**src/rtl/player_input_conditioner.sv**
```systemverilog
// Synchronises and debounces player buttons; one strobe plus a latched one-hot code per accepted press, strobe DEBOUNCE_CYCLES+2 edges after first sample.
// No backpressure: presses while disabled or multi-button presses raise invalid_press, and nothing new is taken until a debounced release.
module player_input_conditioner #(
  parameter int DATA_WIDTH      = 4,
  parameter int DEBOUNCE_CYCLES = 50000
) (
  input  logic                  clk,
  input  logic                  rst_n,
  input  logic [DATA_WIDTH-1:0] buttons_raw,
  input  logic                  enable,
  output logic [DATA_WIDTH-1:0] player_input,
  output logic                  button_player_pressed,
  output logic                  invalid_press,
  output logic                  busy
);

  localparam int CW = (DEBOUNCE_CYCLES > 2) ? $clog2(DEBOUNCE_CYCLES) : 1;
  localparam logic [CW-1:0] CNT_MAX = CW'(DEBOUNCE_CYCLES - 1);

  typedef enum logic [1:0] {
    IDLE,
    DEBOUNCE,
    ACCEPT,
    RELEASE_WAIT
  } state_t;

  state_t                state_q, state_d;
  logic [DATA_WIDTH-1:0] meta_q;
  logic [DATA_WIDTH-1:0] sync_q;
  logic [DATA_WIDTH-1:0] cand_q, cand_d;
  logic [CW-1:0]         cnt_q, cnt_d;
  logic [DATA_WIDTH-1:0] pi_q, pi_d;
  logic                  pressed_q, pressed_d;
  logic                  invalid_q, invalid_d;
  logic                  cand_onehot;

  always_ff @(posedge clk or negedge rst_n) begin
    if (!rst_n) begin
      meta_q <= '0;
      sync_q <= '0;
    end else begin
      meta_q <= buttons_raw;
      sync_q <= meta_q;
    end
  end

  assign cand_onehot = $onehot(cand_q);

  always_comb begin
    state_d   = state_q;
    cand_d    = cand_q;
    cnt_d     = cnt_q;
    pi_d      = pi_q;
    pressed_d = 1'b0;
    invalid_d = 1'b0;
    case (state_q)
      IDLE: begin
        if (sync_q != '0) begin
          cand_d  = sync_q;
          cnt_d   = '0;
          state_d = DEBOUNCE;
        end
      end
      DEBOUNCE: begin
        // Any change of level, including a different button mix, restarts the stable window.
        if (sync_q == '0) begin
          state_d = IDLE;
        end else if (sync_q != cand_q) begin
          cand_d = sync_q;
          cnt_d  = '0;
        end else if (cnt_q != CNT_MAX) begin
          cnt_d = cnt_q + 1'b1;
        end else if (cand_onehot && enable) begin
          pressed_d = 1'b1;
          pi_d      = cand_q;
          state_d   = ACCEPT;
        end else begin
          invalid_d = 1'b1;
          cnt_d     = '0;
          state_d   = RELEASE_WAIT;
        end
      end
      ACCEPT: begin
        cnt_d   = '0;
        state_d = RELEASE_WAIT;
      end
      RELEASE_WAIT: begin
        if (sync_q != '0) begin
          cnt_d = '0;
        end else if (cnt_q == CNT_MAX) begin
          cnt_d   = '0;
          state_d = IDLE;
        end else begin
          cnt_d = cnt_q + 1'b1;
        end
      end
      default: begin
        cnt_d   = '0;
        state_d = RELEASE_WAIT;
      end
    endcase
  end

  // Reset lands in RELEASE_WAIT so a button held through reset must be released first.
  always_ff @(posedge clk or negedge rst_n) begin
    if (!rst_n) begin
      state_q   <= RELEASE_WAIT;
      cand_q    <= '0;
      cnt_q     <= '0;
      pi_q      <= '0;
      pressed_q <= 1'b0;
      invalid_q <= 1'b0;
    end else begin
      state_q   <= state_d;
      cand_q    <= cand_d;
      cnt_q     <= cnt_d;
      pi_q      <= pi_d;
      pressed_q <= pressed_d;
      invalid_q <= invalid_d;
    end
  end

  assign player_input          = pi_q;
  assign button_player_pressed = pressed_q;
  assign invalid_press         = invalid_q;
  assign busy                  = (state_q != IDLE);

  assert property (@(posedge clk) disable iff (!rst_n) !(button_player_pressed && invalid_press));
  assert property (@(posedge clk) disable iff (!rst_n) $onehot0(player_input));

endmodule

```
**config.mk**
```make
export PLATFORM = sky130hd
export DESIGN_NAME = player_input_conditioner
export DESIGN_NICKNAME = d
export VERILOG_FILES = /design/src/rtl/player_input_conditioner.sv
export SDC_FILE = /design/constraint.sdc
export NUM_CORES = 1
export LEC_CHECK = 0
export CAP_MARGIN = 15
export CORE_AREA = 2 2 53 75
export DETAILED_ROUTE_END_ITERATION = 7
export DIE_AREA = 0 0 55 77
export PLACE_DENSITY = 0.68
export SETUP_SLACK_MARGIN = 0.05
export SLEW_MARGIN = 20
export SYNTH_ARGS = -nofsm -noshare
export SYNTH_HDL_FRONTEND = slang
export SYNTH_SLANG_ARGS = --single-unit
```
**constraint.sdc**
```tcl
create_clock -name clk -period 2.9 [get_ports clk]
set_input_delay 0.58 -clock clk [delete_from_list [all_inputs] [get_ports clk]]
set_output_delay 0.58 -clock clk [all_outputs]
set_load 0.005 [all_outputs]
```
==> out/qor.yml, run 1 <==
clock_network:
  cts.clk_slew.worst_paths_ns: 0.07
  cts_buffers: 5
  cts_hold_buffers: 0
  clock-sinks: 36
  cts_tree: "built"
  h-tree-depth: 2
  ctsResizeCount: 0
  postCtsSetupBuffers: 0
  root_buffer: "clkbuf_8"
  clk_latency_ns: 0.29
  cts_max_path_buffers: 2
timing:
  finClkSkew_ns: 0.00871
  fin_ws_ns: 0.234
  grt_setup_unrepaired: "no"
  tightestPinTransition_ns: 0.502
  slew_headroom_pct: 66.3
  tns_ns: 0
  maxSlewViolCount: 0
  clock.fmax_ghz: 0.375
  fin_crit_sh_pct: 91.9
  final-setup-viol-count: 0
  post-route-min-period_ns: 2.67
  finalHoldViolations: 0
power_and_ir_drop:
  power_switching_uw: 245
  ir_worst_vdd_mv: 0.435
  p_int_uw: 730
  p_clk_share_pct: 36.4
  p_leak_uw: 0.000886
  power_uw: 976
  p_per_area_nw_per_um2: 490
  combPwrFrac_pct: 9.4
  pwr-share-seq_pct: 54.2
  switching_share_pct: 25.2
hold_path:
  min_from: "meta_q[1]"
  holdPathEnd: "sync_q[1]"
  whs_path_depth: 0
  hp-class: "flip-flop to flip-flop"
worst_setup_path:
  rr_endpoint: "cnt_q[0]"
  path_max_fanout: 7
  timing.rr.start: "cand_q[0]"
  ff2ff_path_depth: 11
  critPathKind: "flip-flop to flip-flop"
  required_ns: 3.06
  endpoint_kind: "flip-flop"
  cp-start-kind: "flip-flop"
  critPathArrivalTime_ns: 2.83
  timing.reg2reg.setup_slack_ns: 0.23
floorplanning:
  rows: 26
  ios: 14
  die_w_um: 55
  dieArea_um2: 4240
  core_um2: 3580
  start_util_pct: 47.9
  dieHeight_um: 77
routing:
  wl_met2_um: 1550
  dr.max_layer_used: "met4"
  wl_per_cell_um: 13.8
  met3_length_um: 104
  dr.pass1.iters: 4
  wl_met1_um: 1290
  drc: 0
  num_vias: 1164
  ant_nets: 0
  viasPerCell: 5.36
  routed_wl_um: 2990
  drt_iter0_drc: 8
yosys:
  synth_xor_area_share_pct: 7.66
  synth_nets: 167
  synth_fa_ha_area_share_pct: 3.36
  synth_ff_type: "dfrtp_1"
  seq_area_frac_synth_pct: 52.7
  synth_top_family_by_area: "simple AND/OR/NAND/NOR gates"
  syn_area_um2: 1710
  synth-simple-area-share_pct: 21.4
  avgSynthCellArea_um2: 11.0
  synth.mux.area_fraction_pct: 4.60
  syn_inst: 156
  synthArstFlopShare_pct: 100
  synth-seq-cells: 36
  synth_edf_count: 0
  yosys_warnings: 0
  synth_cell_types: 40
  synth-compound-area-share_pct: 6.50
global_routing:
  overflow: 0
  grt_max_degree: 37
  grt_usage_pct: 16.6
  grt_pass1_wl_um: 5080
  antenna_found_initial: 0
  first_global_vias: 1147
placed_design:
  post-place-ws_ns: 0.158
  place_hpwl_um: 2200
  port_buffers: 13
  dp.cells: 209
  gp_congestion: 0.801
final_layout:
  area_delta_synth_final_pct: 16.1
  fill_cells: 326
  drive_gt1_share_pct: 17.7
  diodes: 0
  stdcell_count: 217
  num-nets-final: 185
job:
  drv_cap: 0
status:
  status: "complete, no violations"
flip-flops by register name, summed over array words and instances (netlist names), named ones only:
name                   flops
button_player_pressed      1
cand_q                     4
cnt_q                     16
invalid_press              1
meta_q                     4
player_input               4
state_q                    1
sync_q                     4
per-stage QoR:
step	hold slack (ns)	area [µm²]	util [%]
CTS	0.354	1980	55.3
floorplan	0.284	1710	-
detailed placement	0.336	1890	52.8
global placement	0.332	1890	52.8
finish	0.352	1990	55.6
global route	0.363	1990	55.6
critical path, stage by stage, from the launching register on:
cell and delay, ns:
dfrtp_1 0.40, inv_1 0.08, fa_1 0.53, inv_1 0.04, ha_1 0.17, ha_1 0.28
nor4bb_2 0.28, buf_4 0.17, and4_4 0.22, or2_4 0.15, or2_4 0.15, o21ai_0 0.08
worst max-delay path by stage:
stage | cells after the start | to | startpoint | slack (ns)
after floorplan | 11 | cnt_q[0] | cand_q[0] | 0.20
after CTS | 11 | cnt_q[0] | cand_q[0] | 0.13
final | 11 | cnt_q[0] | cand_q[0] | 0.23
after global routing | 11 | cnt_q[0] | cand_q[0] | 0.04
after detailed placement | 11 | cnt_q[0] | cand_q[0] | 0.16
after global placement | 11 | cnt_q[0] | cand_q[0] | 0.24
layout make-up:
cell class	instances	area [µm²]	area share (%)
timing repair buffer	16	153	7.67
clock buffer	5	68.8	3.46
multi-input combinational	106	754	37.9
clock inverter	3	23.8	1.19
sequential	36	903	45.4
inverter	9	33.8	1.70
tap	42	52.6	2.64
synth_stat cells, drive strengths merged, types with 3 or more instances:
| master | count | area share, % |
|---|---|---|
| a21oi | 3 | 0.88 |
| a2bb2oi | 3 | 1.5 |
| and3 | 7 | 2.6 |
| buf | 3 | 1.4 |
| dfrtp | 34 | 50 |
| ha | 3 | 2.2 |
| inv | 9 | 2.0 |
| mux2 | 7 | 4.6 |
| nand2 | 12 | 2.6 |
| nand3 | 6 | 1.8 |
| nand4 | 3 | 1.1 |
| nor2 | 18 | 3.9 |
| nor3 | 4 | 1.2 |
| nor4 | 3 | 1.5 |
| or2 | 3 | 1.2 |
| xnor2 | 8 | 4.1 |
| xor2 | 7 | 3.6 |
power by group through the flow:
stage | sequential [µW] | combinational, µW | clock, µW
6_report | 529 | 91.6 | 355
5_1_grt | 531 | 105 | 393
4_1_cts | 529 | 88.3 | 367
3_5_place_dp | 539 | 88.0 | 0
3_3_place_gp | 537 | 85.6 | 0
2_1_floorplan | 534 | 53.9 | 0
kinds of logic (layout without fill, tap and decap cells):
logic type | after synthesis | after routing
muxes | 7 | 7
xor gates and xnor gates | 15 | 15
DFF | 36 | 36
AOI/OAI and AO/OA | 14 | 14
and+or+nand+nor | 66 | 66
buffers and inverters | 14 | 33
adders and majority gates | 4 | 4
cells in the final DEF (no fill, tap or decap), types with 2 or more instances in the layout:
cell              n
dfrtp_1          34
nor2_1           18
clkdlybuf4s50_1  13
nand2_1          12
inv_1             9
xnor2_1           8
xor2_1            7
mux2_2            7
and3_1            6
nand3_1           6
clkbuf_8          5
nor3_1            4
nand4_1           3
a2bb2oi_1         3
a21oi_1           3
ha_1              3
buf_4             3
nor4_1            2
and4_4            2
or2_4             2
o31ai_2           2
o21ai_0           2
a22o_1            2
dfstp_2           2
clkinvlp_4        2
routing by layer:
| layer | vias to the layer above | global-route usage (%) |
|---|---|---|
| li1 | 568 | - |
| met2 | 21 | 26.7 |
| met1 | 570 | 19.6 |
| met3 | 5 | 5.45 |
| met4 | 0 | 7.07 |
| met5 | - | 0 |
Note: power is estimated with default switching activity, not from simulation.
==> inputs of run 2 (changes only) <==
--- a/config.mk
+++ b/config.mk
@@ -9,6 +9,7 @@
 export CORE_AREA = 2 2 53 75
 export DETAILED_ROUTE_END_ITERATION = 7
 export DIE_AREA = 0 0 55 77
+export GPL_TIMING_DRIVEN = 1
 export PLACE_DENSITY = 0.68
 export SETUP_SLACK_MARGIN = 0.05
 export SLEW_MARGIN = 20
==> results of run 2 <==
Same layout as run 1: the final DEF is identical, and so are final timing and power.
==> inputs of run 3 (changes only) <==
--- a/config.mk
+++ b/config.mk
@@ -12,6 +12,7 @@
 export GPL_TIMING_DRIVEN = 1
 export PLACE_DENSITY = 0.68
 export SETUP_SLACK_MARGIN = 0.05
+export SKIP_LAST_GASP = 1
 export SLEW_MARGIN = 20
 export SYNTH_ARGS = -nofsm -noshare
 export SYNTH_HDL_FRONTEND = slang
==> results of run 3 <==
Same layout as run 1: the final DEF is identical, and so are final timing and power.
